$ cat src/rtl/udp_tx_chan_arb.sv
// Merges NUM_CH user AXIS streams into the single UDP TX stream with per-packet arbitration.
// Default is round-robin; defining UDP_TX_ARB_PRIO_EN selects fixed lowest-index priority.
module udp_tx_chan_arb #(
   parameter int NUM_CH = 4,
   parameter int DATA_W = 64,
   parameter int KEEP_W = DATA_W/8
) (
   input  logic                       tx_axis_aclk,
   input  logic                       tx_axis_areset,
   input  logic                       udp_enable,
   input  logic [NUM_CH*16-1:0]       ch_src_port,
   input  logic [NUM_CH*16-1:0]       ch_dst_port,
   input  logic [NUM_CH*DATA_W-1:0]   s_axis_tdata,
   input  logic [NUM_CH*KEEP_W-1:0]   s_axis_tkeep,
   input  logic [NUM_CH-1:0]          s_axis_tvalid,
   input  logic [NUM_CH-1:0]          s_axis_tlast,
   output logic [NUM_CH-1:0]          s_axis_tready,
   output logic [DATA_W-1:0]          udp_tx_axis_tdata,
   output logic [KEEP_W-1:0]          udp_tx_axis_tkeep,
   output logic                       udp_tx_axis_tvalid,
   output logic                       udp_tx_axis_tlast,
   input  logic                       udp_tx_axis_tready,
   output logic [15:0]                sel_src_port,
   output logic [15:0]                sel_dst_port,
   output logic [$clog2(NUM_CH)-1:0]  sel_ch,
   output logic                       pkt_drop
);

   localparam int CH_W = $clog2(NUM_CH);

   typedef enum logic [1:0] {
      IDLE,
      XFER,
      DROP
   } state_t;

   state_t            state_q,        state_d;
   logic [CH_W-1:0]   sel_ch_q,       sel_ch_d;
   logic [15:0]       sel_src_port_q, sel_src_port_d;
   logic [15:0]       sel_dst_port_q, sel_dst_port_d;
`ifndef UDP_TX_ARB_PRIO_EN
   logic [CH_W-1:0]   last_grant_q,   last_grant_d;
`endif

   logic [DATA_W-1:0] ch_data [NUM_CH];
   logic [KEEP_W-1:0] ch_keep [NUM_CH];
   logic [15:0]       ch_src  [NUM_CH];
   logic [15:0]       ch_dst  [NUM_CH];

   logic              grant_vld;
   logic [CH_W-1:0]   grant_idx;
   logic              cur_valid;
   logic              cur_last;

   genvar gi;
   generate
      for (gi = 0; gi < NUM_CH; gi++) begin : g_chan
         assign ch_data[gi] = s_axis_tdata[DATA_W*gi +: DATA_W];
         assign ch_keep[gi] = s_axis_tkeep[KEEP_W*gi +: KEEP_W];
         assign ch_src[gi]  = ch_src_port[16*gi +: 16];
         assign ch_dst[gi]  = ch_dst_port[16*gi +: 16];
         // Only the granted channel sees ready; drops are sunk regardless of downstream.
         assign s_axis_tready[gi] = (sel_ch_q == CH_W'(gi)) &&
                                    (((state_q == XFER) && udp_tx_axis_tready) ||
                                     (state_q == DROP));
      end
   endgenerate

`ifdef UDP_TX_ARB_PRIO_EN
   always_comb begin
      grant_vld = 1'b0;
      grant_idx = '0;
      for (int i = NUM_CH-1; i >= 0; i--) begin
         if (s_axis_tvalid[CH_W'(i)]) begin
            grant_vld = 1'b1;
            grant_idx = CH_W'(i);
         end
      end
   end
`else
   always_comb begin
      int cand;
      grant_vld = 1'b0;
      grant_idx = '0;
      cand      = 0;
      // Scan starts just after the last winner and wraps, so the last winner is tried last.
      for (int k = 1; k <= NUM_CH; k++) begin
         cand = (int'(last_grant_q) + k) % NUM_CH;
         if (!grant_vld && s_axis_tvalid[CH_W'(cand)]) begin
            grant_vld = 1'b1;
            grant_idx = CH_W'(cand);
         end
      end
   end
`endif

   assign cur_valid = s_axis_tvalid[sel_ch_q];
   assign cur_last  = s_axis_tlast[sel_ch_q];

   always_comb begin
      state_d            = state_q;
      sel_ch_d           = sel_ch_q;
      sel_src_port_d     = sel_src_port_q;
      sel_dst_port_d     = sel_dst_port_q;
`ifndef UDP_TX_ARB_PRIO_EN
      last_grant_d       = last_grant_q;
`endif
      udp_tx_axis_tdata  = '0;
      udp_tx_axis_tkeep  = '0;
      udp_tx_axis_tvalid = 1'b0;
      udp_tx_axis_tlast  = 1'b0;
      pkt_drop           = 1'b0;

      case (state_q)
         IDLE: begin
            if (udp_enable && grant_vld) begin
               sel_ch_d       = grant_idx;
               sel_src_port_d = ch_src[grant_idx];
               sel_dst_port_d = ch_dst[grant_idx];
               state_d        = (ch_dst[grant_idx] == 16'h0000) ? DROP : XFER;
            end
         end

         XFER: begin
            udp_tx_axis_tdata  = ch_data[sel_ch_q];
            udp_tx_axis_tkeep  = ch_keep[sel_ch_q];
            udp_tx_axis_tvalid = cur_valid;
            udp_tx_axis_tlast  = cur_last;
            if (cur_valid && udp_tx_axis_tready && cur_last) begin
`ifndef UDP_TX_ARB_PRIO_EN
               last_grant_d = sel_ch_q;
`endif
               state_d = IDLE;
            end
         end

         DROP: begin
            if (cur_valid && cur_last) begin
               pkt_drop = 1'b1;
`ifndef UDP_TX_ARB_PRIO_EN
               last_grant_d = sel_ch_q;
`endif
               state_d = IDLE;
            end
         end

         default: state_d = IDLE;
      endcase
   end

   always_ff @(posedge tx_axis_aclk) begin
      if (tx_axis_areset) begin
         state_q        <= IDLE;
         sel_ch_q       <= '0;
         sel_src_port_q <= '0;
         sel_dst_port_q <= '0;
`ifndef UDP_TX_ARB_PRIO_EN
         last_grant_q   <= CH_W'(NUM_CH-1);
`endif
      end else begin
         state_q        <= state_d;
         sel_ch_q       <= sel_ch_d;
         sel_src_port_q <= sel_src_port_d;
         sel_dst_port_q <= sel_dst_port_d;
`ifndef UDP_TX_ARB_PRIO_EN
         last_grant_q   <= last_grant_d;
`endif
      end
   end

   assign sel_ch       = sel_ch_q;
   assign sel_src_port = sel_src_port_q;
   assign sel_dst_port = sel_dst_port_q;

endmodule

$ cat config.mk
export PLATFORM = sky130hd
export DESIGN_NAME = udp_tx_chan_arb
export DESIGN_NICKNAME = d
export VERILOG_FILES = /design/src/rtl/udp_tx_chan_arb.sv
export SDC_FILE = /design/constraint.sdc
export NUM_CORES = 1
export LEC_CHECK = 0
export ABC_CLOCK_PERIOD_IN_PS = 3900
export CELL_PAD_IN_SITES_DETAIL_PLACEMENT = 1
export CELL_PAD_IN_SITES_GLOBAL_PLACEMENT = 2
export CORE_AREA = 3 3 211 213
export CTS_CLUSTER_DIAMETER = 100
export DETAILED_ROUTE_END_ITERATION = 12
export DIE_AREA = 0 0 214 216
export HOLD_SLACK_MARGIN = 0.15
export PLACE_DENSITY_LB_ADDON = 0.12
export RECOVER_POWER = 25
export SETUP_SLACK_MARGIN = 0.02
export SYNTH_ARGS = -nofsm -noshare
export SYNTH_HDL_FRONTEND = slang
export SYNTH_SLANG_ARGS = --single-unit
$ cat constraint.sdc
create_clock -name tx_axis_aclk -period 3.9 [get_ports tx_axis_aclk]
set_input_delay 0.78 -clock tx_axis_aclk [delete_from_list [all_inputs] [get_ports tx_axis_aclk]]
set_output_delay 0.78 -clock tx_axis_aclk [all_outputs]
set_load 0.02 [all_outputs]
Word level (Yosys, flattened, before mapping). Cells that the tools add are included.

Add/sub/neg operators: 4. Multiply operators: 0. Divide/modulo/power cells: 0. $lt $le $gt $ge: 7. Equality and inequality tests: 8. Shift operators: 0. Mux-type cells: 50. Bitwise logic cells: 2. Reduce and logical (&&, ||, !) cells: 23.

Operator list (count): $mux W64 (3); $bmux W64 S2 (1); $bmux W16 S2 (2); $mux W16 (4); $mux W8 (3); $mux W2 (10); $mux W1 (18); $bmux W8 S2 (1); $logic_not A16 Y1 (1); $lt A2 B4 Y1 const B (4); $bmux W1 S2 (6); $logic_and A1 B1 Y1 (12); $eq A2 B2 Y1 const B (3); $ge A3 B3 Y1 const B (2); $not A2 Y3 (2); $pmux W2 S3 (1); $reduce_and A3 Y1 (2); $add A2 B1 Y2 const B (2); $add A2 B2 Y2 const B (2); $eq A2 B1 Y1 const B (2); $logic_not A2 Y1 (2); $ne A2 B1 Y1 const B (2); $pmux W2 S2 (1); $logic_not A1 Y1 (3); 5 further kinds (5).

Register bits: 38. Latch bits: 0. Memory bits (writable): 0. Bits in read-only memories: 0. Output and inout port bits: 113. Logic and storage cells: 99. Memories kept: 0.

Depth between registers and ports, before layout. Gate-level depths: netlist of the first run.

Depth in word-level cells: 22. Depth in mapped cells: 9. Depth with buffers taken out: 7.

Worst setup path before layout of the first run. OpenSTA, ideal clock, no wires.

Kind: flip-flop to output port. From: register sel_ch_q[0] (netlist: sel_ch[0]). To: output udp_tx_axis_tdata[10]. Arrival: 2.086 ns. Required time: 3.120 ns. Path slack: 1.034 ns. Stages on the path, launching flop included: 6. Path buffers: 3. Cell sequence: dfxtp_1 > clkbuf_1 > buf_2 > buf_2 > mux4_2 > and2_1.

Cells in the longest elaborated chain, start to end: 5.

RTL lines: start, declared (RTL line 38) `logic [CH_W-1:0] sel_ch_q, sel_ch_d;`; start signal, assigned (RTL line 162) `sel_ch_q <= sel_ch_d;`; $not A2 Y3 (not written as such) (RTL line 125) `udp_tx_axis_tdata = ch_data[sel_ch_q];`; $bmux W64 S2 (RTL line 125); $mux W64 (not written as such) (2 in a row) (RTL line 125); $mux W64 (RTL line 114) `case (state_q)`; end, declared (RTL line 18) `output logic [DATA_W-1:0] udp_tx_axis_tdata,`.

No other way between the ends. The select of a mux whose other input is x is not followed.

Final worst setup path of the first run.
From: input s_axis_tvalid[0]. To: output pkt_drop.

Cells in the longest elaborated chain, start to end: 5.

RTL lines: start, declared (RTL line 15) `input logic [NUM_CH-1:0] s_axis_tvalid,`; $bmux W1 S2 (RTL line 97) `assign cur_valid = s_axis_tvalid[sel_ch_q];`; $mux W1 (not written as such) (RTL line 97); $logic_and A1 B1 Y1 (RTL line 138) `if (cur_valid && cur_last) begin`; $mux W1 (RTL line 138); $mux W1 (RTL line 114); end, declared (RTL line 26) `output logic pkt_drop`.

No other way between the ends. The select of a mux whose other input is x is not followed.

==> run_results.csv, run 1 <==
group,metric,value,unit
outcome,status,"finished, final reports clean",
yosys,syn-cell-area,4710,um^2
yosys,synth.ff_latch_count,38,
yosys,syn_nets,923,
power_and_ir_drop,cell_leakage_power,0.00385,uW
setup_path,worstPathArrival,2.68,ns
setup_path,critical_path.startpoint_type,"input port",
place,placedCellCount,1582,
yosys,synth_async_sr_flop_share,0,
yosys,syn_avg_cell_area,9.51,um^2
power_and_ir_drop,comb_power_share,0.612,
power_and_ir_drop,p_int,1570,uW
layout,areaGrowthSynthToFinish,135,%
setup_path,path_class,"in -> out",
sta,post-route-min-period,3.46,ns
drt,drt-pass1-iter-count,4,
sta,finalHoldViolCount,0,
drt,ant_nets,0,
clocking,cts_setup_buffers,0,
layout,finish.net_count,1432,
sta,fin_skew,0.00364,ns
sta,worst_pin_slew,0.721,ns
layout,layout.filler_cells,4916,
place,placed_cell_area,10900,um^2
sta,setup_total_negative_slack,0,ns
global_route,antenna_found_initial,7,
yosys,synth_enable_flop_cells,0,
global_route,grt_overflow,0,
layout,layout_common_cells,"505 x sky130_fd_sc_hd__clkdlybuf4s50_1, 90 x sky130_fd_sc_hd__and2_1, 74 x sky130_fd_sc_hd__mux4_2",
layout,drive_above_1_share,0.103,
setup_path,cp_data_required_time,3.12,ns
clocking,clk_transition_reported_paths,0.06,ns
place,port_buffers,540,
setup_path,crit_path_max_incr_delay,0.62,ns
global_route,pin_count_of_the_biggest_net_entering_global_routing,66,
sta,slew_headroom,0.519,
sta,final.setup.worst_slack,0.443,ns
clocking,cts_tree,"yes",
floorplanning,die_width,214,um
clocking,ctsLongestPathBuffers,2,
layout,post_layout_nonfiller_instances,1591,
setup_path,worst-path-buf-inv,2,
clocking,cts_root_buffer,"sky130_fd_sc_hd__clkbuf_16",
setup_path,setup.worst_path.end_class,"output pin",
clocking,tritoncts.num_buffers,5,
clocking,clkSinkCount,38,
yosys,sequential_fraction_of_the_synthesis_area,0.162,
power_and_ir_drop,netSwitchingFraction,0.343,
drt,num_vias,6275,
global_route,grt_pass1_wl,54700,um
drt,drc,0,
floorplanning,dieArea,46200,um^2
drt,dr.first_iter.drc_count,222,
yosys,synth-main-ff-cell,"sky130_fd_sc_hd__dfxtp_1",
setup_path,critical_path.top_delay_family,"buffers and inverters",
layout,final_cell_area,11100,um^2
drt,detail_route.vias_per_cell,3.94,
clocking,cts-htree-levels,2,
clocking,cts_hold_buffers,0,
sta,grt_setup_unrepaired,"no",
global_route,number_of_global_route_vias_before_repair,6730,
yosys,netlist-cell-type-count,34,
power_and_ir_drop,ir_drop,0.117,mV
floorplanning,fp.coreArea,42900,um^2
sta,timing.final.max_slew_violations,0,
power_and_ir_drop,power.density_cell_area,216,nW/um^2
power_and_ir_drop,portion_of_total_power_attributed_to_sequential_cells,0.189,
yosys,cell_taking_the_most_area_after_synthesis,"sky130_fd_sc_hd__mux4_2",
run,max_cap_violations,0,
setup_path,crit_slowest_cell,"sky130_fd_sc_hd__dlygate4sd3_1",
setup_path,setup.reg_to_reg.worst_slack,1.37,ns
power_and_ir_drop,share_clk_of_total_power,0.199,
global_route,grt.total_usage,0.165,
yosys,synth.top_cells.by_area,"sky130_fd_sc_hd__mux4_2 35%, sky130_fd_sc_hd__dfxtp_1 16%, sky130_fd_sc_hd__and2_1 12%",
floorplanning,fp-row-count,76,
clocking,worst_skew_pair.late_latency,0.29,ns
floorplanning,initial_utilization,0.110,
layout,final_common_cell,"sky130_fd_sc_hd__clkdlybuf4s50_1",
floorplanning,die_y,216,um
floorplanning,top_level_ports,541,
worst_hold_path,hold_path.class,"reg -> reg",
setup_path,worstPathMaxFanout,4,
yosys,post-synth-top-area-fraction,0.354,
drt,drt_wl_total,39600,um
sta,setup-violations-final,0,
drt,post_dr_wirelength_cell,24.9,um
yosys,synth_warnings,0,
sta,clock.fmax,289,MHz
layout,layout.core_utilization,0.258,
place,place_worst_setup_slack,0.317,ns
place,place.gp.congestion,0.882,
clocking,ctsResizeCount,0,
place,hpwl,34100,um
sta,layout_worst_path_cycle_share,0.886,
power_and_ir_drop,total_switching_power,819,uW
yosys,syn_inst,495,
setup_path,worstPathCellList,"dlygate4sd3_1, mux4_2, and3_1, clkdlybuf4s50_1",
state kept, by name (all words and copies together) (netlist names):
name / cells
state_q: 2
sel_ch: 2
sel_src_port: 16
last_grant_q: 2
sel_dst_port: 16
cell type report:
| class | count | area (um^2) | area share |
|---|---|---|---|
| antenna | 1 | 2.50 | 0.000226 |
| clock buffer | 5 | 125 | 0.0113 |
| clock inverter | 3 | 40.0 | 0.00362 |
| inverter | 1 | 3.75 | 0.000340 |
| multi-input combinational | 404 | 3760 | 0.340 |
| sequential | 38 | 768 | 0.0695 |
| tap | 585 | 732 | 0.0662 |
| timing repair buffer | 554 | 5620 | 0.509 |
metal layers:
| metal | vias up | wire (um) | global-route usage | share of wire |
|---|---|---|---|---|
| met2 | 294 | 20300 | 0.301 | 0.51 |
| met3 | 25 | 3110 | 0.0580 | 0.079 |
| met1 | 3062 | 15800 | 0.190 | 0.40 |
| li1 | 2886 | - | - | - |
| met5 | - | 61 | 0 | 0.0015 |
| met4 | 8 | 347 | 0.0212 | 0.0088 |
synth_stat cells, types with 2 or more instances:
cell type,count
sky130_fd_sc_hd__and2_1,91
sky130_fd_sc_hd__mux4_2,74
sky130_fd_sc_hd__nand2_1,72
sky130_fd_sc_hd__mux2i_1,51
sky130_fd_sc_hd__dfxtp_1,38
sky130_fd_sc_hd__clkbuf_1,36
sky130_fd_sc_hd__a21oi_1,35
sky130_fd_sc_hd__nor2_1,21
sky130_fd_sc_hd__a211oi_1,16
sky130_fd_sc_hd__a311oi_1,16
sky130_fd_sc_hd__buf_2,7
sky130_fd_sc_hd__buf_1,6
sky130_fd_sc_hd__nor4_1,4
sky130_fd_sc_hd__and3_1,3
sky130_fd_sc_hd__nor2b_1,3
sky130_fd_sc_hd__buf_6,2
sky130_fd_sc_hd__nand2b_1,2
sky130_fd_sc_hd__nor3_1,2
cell families (layout without fill, tap and decap cells):
logic type,count (synthesis),count (layout),share of synthesized area
buffers and inverters,53,563,0.0481
muxes,125,125,0.463
other,0,1,0
AOI/OAI and AO/OA,75,75,0.106
and+or+nand+nor,204,204,0.222
DFF,38,38,0.162
stage by stage:
stage | hold slack [ns] | total power [uW]
2_1_floorplan | 0.476 | 1080
3_3_place_gp | 0.442 | 1970
3_5_place_dp | 0.449 | 1970
4_1_cts | 0.456 | 2480
5_1_grt | 0.480 | 2540
6_report | 0.449 | 2390
final timing paths:
check	startpoint	to	cells after the start
worst max register to register	last_grant_q[1]$_SDFFE_PP1P_	state_q[0]$_SDFFE_PP0P_	8
worst max-delay path	s_axis_tvalid[0]	pkt_drop	4
worst min register to register	sel_dst_port[15]$_SDFFE_PP0P_	sel_dst_port[15]$_SDFFE_PP0P_	2
worst min-delay path	sel_dst_port[15]$_SDFFE_PP0P_	sel_dst_port[15]$_SDFFE_PP0P_	2
tightest hold or removal path, delay by kind of cell, from the launching register on:
family	cells	cell delay, ns
flip-flops	1	0.30
AO/OA/AOI/OAI	1	0.05
AND/OR/NAND/NOR	1	0.05
power groups by stage:
stage	Sequential (uW)	Clock, uW	Combinational, uW
2_1_floorplan	487	0	596
3_3_place_gp	464	0	1510
3_5_place_dp	464	0	1500
4_1_cts	456	510	1510
5_1_grt	461	519	1560
6_report	453	475	1460
Power figures use the tool's default switching activity.
==> inputs of run 2 (changes only) <==
==> constraint.sdc (replaced) <==
create_clock -name tx_axis_aclk -period 3.9 [get_ports tx_axis_aclk]
set_input_delay 0.39 -clock tx_axis_aclk [delete_from_list [all_inputs] [get_ports tx_axis_aclk]]
set_output_delay 0.39 -clock tx_axis_aclk [all_outputs]
set_load 0.02 [all_outputs]
==> run_results.csv, run 2 (synthesis results as in run 1) <==
group,metric,value,unit
floorplanning,top_level_ports,541,
floorplanning,fp-row-count,76,
clocking,ctsResizeCount,0,
setup_path,crit_path_max_incr_delay,0.68,ns
layout,final_cell_area,11000,um^2
floorplanning,die_width,214,um
floorplanning,fp.coreArea,42900,um^2
drt,num_vias,6258,
place,place.gp.congestion,0.840,
sta,fin_skew,0.00667,ns
place,place_worst_setup_slack,0.771,ns
setup_path,worstPathMaxFanout,26,
drt,detail_route.vias_per_cell,3.93,
outcome,status,"finished, final reports clean",
setup_path,critical_path.top_delay_family,"buffers and inverters",
global_route,grt_pass1_wl,55700,um
run,max_cap_violations,0,
place,placed_cell_area,10800,um^2
clocking,cts_hold_buffers,0,
clocking,ctsLongestPathBuffers,2,
setup_path,setup.reg_to_reg.worst_slack,1.28,ns
drt,drt-pass1-iter-count,4,
sta,worst_pin_slew,0.925,ns
global_route,pin_count_of_the_biggest_net_entering_global_routing,66,
layout,finish.net_count,1436,
sta,finalHoldViolCount,0,
layout,drive_above_1_share,0.107,
setup_path,critical_path.startpoint_type,"flip-flop",
worst_hold_path,hold_path.class,"reg -> reg",
floorplanning,dieArea,46200,um^2
sta,slew_headroom,0.381,
drt,drc,0,
setup_path,worstPathArrival,2.70,ns
sta,setup-violations-final,0,
sta,post-route-min-period,3.09,ns
drt,post_dr_wirelength_cell,24.9,um
floorplanning,initial_utilization,0.110,
sta,layout_worst_path_cycle_share,0.793,
setup_path,worst-path-buf-inv,2,
layout,areaGrowthSynthToFinish,134,%
place,hpwl,34500,um
clocking,cts_tree,"yes",
sta,clock.fmax,323,MHz
layout,final_common_cell,"sky130_fd_sc_hd__clkdlybuf4s50_1",
layout,layout_common_cells,"507 x sky130_fd_sc_hd__clkdlybuf4s50_1, 91 x sky130_fd_sc_hd__and2_1, 74 x sky130_fd_sc_hd__mux4_2",
sta,final.setup.worst_slack,0.809,ns
setup_path,worstPathCellList,"buf_4, mux4_2, and2_1, clkdlybuf4s50_1",
global_route,number_of_global_route_vias_before_repair,6858,
setup_path,path_class,"reg -> out",
clocking,tritoncts.num_buffers,5,
clocking,worst_skew_pair.late_latency,0.29,ns
floorplanning,die_y,216,um
clocking,clkSinkCount,38,
power_and_ir_drop,cell_leakage_power,0.00384,uW
global_route,grt_overflow,0,
setup_path,crit_slowest_cell,"sky130_fd_sc_hd__dfxtp_4",
power_and_ir_drop,power.density_cell_area,215,nW/um^2
clocking,cts_root_buffer,"sky130_fd_sc_hd__clkbuf_16",
global_route,antenna_found_initial,9,
drt,dr.first_iter.drc_count,206,
clocking,cts_setup_buffers,0,
clocking,clk_transition_reported_paths,0.06,ns
setup_path,cp_data_required_time,3.51,ns
sta,setup_total_negative_slack,0,ns
clocking,cts-htree-levels,2,
drt,ant_nets,0,
sta,grt_setup_unrepaired,"no",
setup_path,setup.worst_path.end_class,"output pin",
drt,drt_wl_total,39700,um
power_and_ir_drop,ir_drop,0.191,mV
power_and_ir_drop,power.total,2360,uW
layout,antenna-diode-count,0,
global_route,grt.total_usage,0.166,
sta,timing.final.max_slew_violations,0,
place,port_buffers,540,
[run 2: cell count changes in the layout (fill, tap and decap cells not counted), sizes merged]
cell / delta
clkdlybuf4s50: +2
clkbuf: +1
bufinv: -1
buf: +4
dlygate4sd3: -2
diode: -1
[run 2: area by class of cell]
cell class,count,area [um^2]
sequential,38,768
tap,585,732
timing repair buffer,558,5580
clock inverter,2,10.0
multi-input combinational,404,3760
clock buffer,6,150
inverter,1,3.75
fill,4905,31900
[run 2: worst register-to-register path: cells and delay by family, from the launching register on]
family                 cells  cell delay (ns)
AOI/OAI and AO/OA          2             0.45
DFF                        1             0.48
buffers and inverters      1             0.29
muxes                      2             0.44
and+or+nand+nor            3             0.86
[run 2: worst paths after layout]
kind,start,endpoint,cells past startpoint
max reg2reg,last_grant_q[1]$_SDFFE_PP1P_,state_q[0]$_SDFFE_PP0P_,8
max,sel_ch[0]$_SDFFE_PP0P_,udp_tx_axis_tdata[14],4
min,sel_dst_port[13]$_SDFFE_PP0P_,sel_dst_port[13]$_SDFFE_PP0P_,2
min reg2reg,sel_dst_port[13]$_SDFFE_PP0P_,sel_dst_port[13]$_SDFFE_PP0P_,2
[run 2: through the flow]
step | instances | util | hold slack [ns]
final | 1594 | 0.257 | 0.455
after global routing | 1594 | 0.257 | 0.479
after CTS | 1594 | 0.257 | 0.463
after detailed placement | 1586 | 0.253 | 0.451
after global placement | 1586 | 0.253 | 0.442
after floorplan | 495 | - | 0.476
[run 2: where the power goes]
part	switching (uW)	internal, uW	leakage, uW
Clock	182	274	0.0000818
Sequential	43.3	422	0.000313
Combinational	597	841	0.00345
[run 2: per-layer routing]
layer,part of all wire,up-vias,wire (um),GRT usage
li1,-,2887,-,-
met3,0.086,24,3410,0.0641
met2,0.50,287,20000,0.300
met5,0.0026,-,105,0
met1,0.40,3046,16000,0.194
met4,0.0041,14,162,0.0127
==> inputs of run 3 (changes only) <==
ABC_CLOCK_PERIOD_IN_PS = 2800   (was 3900)
CORE_AREA = 3 3 208 210   (was 3 3 211 213)
DIE_AREA = 0 0 211 213   (was 0 0 214 216)
clock period = 2.8 ns   (was 3.9 ns; I/O delays follow)
==> run_results.csv, run 3 (synthesis results as in run 1) <==
group,metric,value,unit
clocking,cts_hold_buffers,0,
global_route,pin_count_of_the_biggest_net_entering_global_routing,52,
sta,timing.final.max_slew_violations,0,
global_route,antenna_found_initial,18,
clocking,cts_tree,"yes",
power_and_ir_drop,portion_of_total_power_attributed_to_sequential_cells,0.183,
floorplanning,fp.coreArea,41800,um^2
power_and_ir_drop,comb_power_share,0.599,
drt,post_dr_wirelength_cell,25.2,um
sta,worst_pin_slew,0.745,ns
layout,layout.filler_cells,4756,
floorplanning,dieArea,44900,um^2
floorplanning,die_y,213,um
clocking,clkSinkCount,38,
power_and_ir_drop,netSwitchingFraction,0.336,
setup_path,worstPathMaxFanout,11,
global_route,number_of_global_route_vias_before_repair,6818,
place,hpwl,33600,um
drt,ant_nets,0,
floorplanning,initial_utilization,0.113,
power_and_ir_drop,total_switching_power,1160,uW
drt,detail_route.vias_per_cell,4.05,
power_and_ir_drop,share_clk_of_total_power,0.217,
global_route,grt.total_usage,0.165,
drt,drt-pass1-iter-count,4,
setup_path,setup.worst_path.end_class,"output pin",
power_and_ir_drop,p_int,2290,uW
sta,clock.fmax,377,MHz
power_and_ir_drop,power.density_cell_area,307,nW/um^2
clocking,cts-htree-levels,2,
power_and_ir_drop,ir_drop,0.225,mV
clocking,clk_transition_reported_paths,0.07,ns
global_route,grt_pass1_wl,53300,um
setup_path,critical_path.startpoint_type,"flip-flop",
clocking,tritoncts.num_buffers,5,
global_route,grt_overflow,0,
place,port_buffers,540,
sta,setup-violations-final,0,
sta,finalHoldViolCount,0,
floorplanning,die_width,211,um
floorplanning,top_level_ports,541,
sta,post-route-min-period,2.65,ns
drt,drc,0,
sta,setup_total_negative_slack,0,ns
sta,hold-worst-slack,0.449,ns
outcome,status,"finished, final reports clean",
setup_path,worstPathArrival,2.37,ns
clocking,worst_skew_pair.late_latency,0.29,ns
layout,finish.net_count,1448,
layout,areaGrowthSynthToFinish,138,%
sta,fin_skew,0.00502,ns
sta,slew_headroom,0.503,
place,place.gp.congestion,0.772,
drt,dr.first_iter.drc_count,199,
sta,grt_setup_unrepaired,"no",
clocking,cts_root_buffer,"sky130_fd_sc_hd__clkbuf_16",
setup_path,cp_data_required_time,2.52,ns
drt,num_vias,6350,
layout,final_common_cell,"sky130_fd_sc_hd__clkdlybuf4s50_1",
drt,drt_wl_total,39500,um
setup_path,path_class,"reg -> out",
worst_hold_path,hold_path.class,"reg -> reg",
power_and_ir_drop,cell_leakage_power,0.00396,uW
clocking,ctsLongestPathBuffers,2,
sta,layout_worst_path_cycle_share,0.948,
floorplanning,fp-row-count,75,
layout,layout_common_cells,"506 x sky130_fd_sc_hd__clkdlybuf4s50_1, 91 x sky130_fd_sc_hd__and2_1, 74 x sky130_fd_sc_hd__mux4_2",
run,max_cap_violations,0,
layout,drive_above_1_share,0.120,
==> run 3: cell types whose count changed in the layout (fill, tap and decap cells not counted), moves of 2 or more <==
cell and change:
sky130_fd_sc_hd__buf_12 +10, sky130_fd_sc_hd__diode_2 +8, sky130_fd_sc_hd__buf_4 +2, sky130_fd_sc_hd__clkinv_2 -2
==> run 3: repair_timing <==
action,in CTS,in global routing
setup endpoints to repair,36,2
resized for setup,0,1
setup buffers,1,0
gates cloned,0,0
pin swaps,0,0
endpoints found under the hold margin,0,0
==> run 3: path summary, 6_finish.rpt <==
| kind | startpoint | end | slack (ns) | cells after the start |
|---|---|---|---|---|
| worst max-delay path | sel_ch[0]$_SDFFE_PP0P_ | udp_tx_axis_tdata[33] | 0.15 | 4 |
| worst max register to register | last_grant_q[1]$_SDFFE_PP1P_ | state_q[0]$_SDFFE_PP0P_ | 0.34 | 8 |
| worst min-delay path | sel_dst_port[0]$_SDFFE_PP0P_ | sel_dst_port[0]$_SDFFE_PP0P_ | 0.45 | 2 |
| worst min register to register | sel_dst_port[0]$_SDFFE_PP0P_ | sel_dst_port[0]$_SDFFE_PP0P_ | 0.45 | 2 |
==> run 3: final cells by class <==
type | instances | area (um^2) | share of cell area
inverter | 1 | 3.75 | 0.000335
clock inverter | 2 | 38.8 | 0.00346
tap | 539 | 674 | 0.0601
sequential | 38 | 768 | 0.0685
antenna | 8 | 20.0 | 0.00179
multi-input combinational | 404 | 3760 | 0.336
clock buffer | 6 | 150 | 0.0134
timing repair buffer | 570 | 5790 | 0.517
==> run 3: critical path, cell delays in order, from the launching register on <==
cell and delay (ns):
sky130_fd_sc_hd__dfxtp_4 0.53, sky130_fd_sc_hd__buf_8 0.23, sky130_fd_sc_hd__mux4_2 0.52, sky130_fd_sc_hd__and2_1 0.17, sky130_fd_sc_hd__clkdlybuf4s50_1 0.61
==> run 3: metal layers <==
metal  part of all wire  up-vias  global-route usage
li1                   -     2925                   -
met1               0.39     3084               0.191
met2               0.51      265               0.298
met3              0.080       46              0.0561
met4              0.014       30              0.0321
met5             0.0055        -                   0
==> run 3: stage by stage <==
step                      utilization  cell area (um^2)  cells  setup slack, ns  total power [uW]
after CTS                       0.268             11200   1560           0.0590              3560
after detailed placement        0.263             11000   1551           0.0133              2750
after floorplan                     -              4710    495            0.434              1510
after global routing            0.268             11200   1561           0.0420              3670
after global placement          0.263             11000   1551           0.0708              2750
final                           0.269             11200   1568            0.147              3440
==> run 3: power groups by stage <==
stage          Clock (uW)  Sequential (uW)  Combinational, uW
6_report              749              631               2060
5_1_grt               817              640               2210
4_1_cts               796              637               2130
3_5_place_dp            0              655               2100
3_3_place_gp            0              654               2100
2_1_floorplan           0              678                830
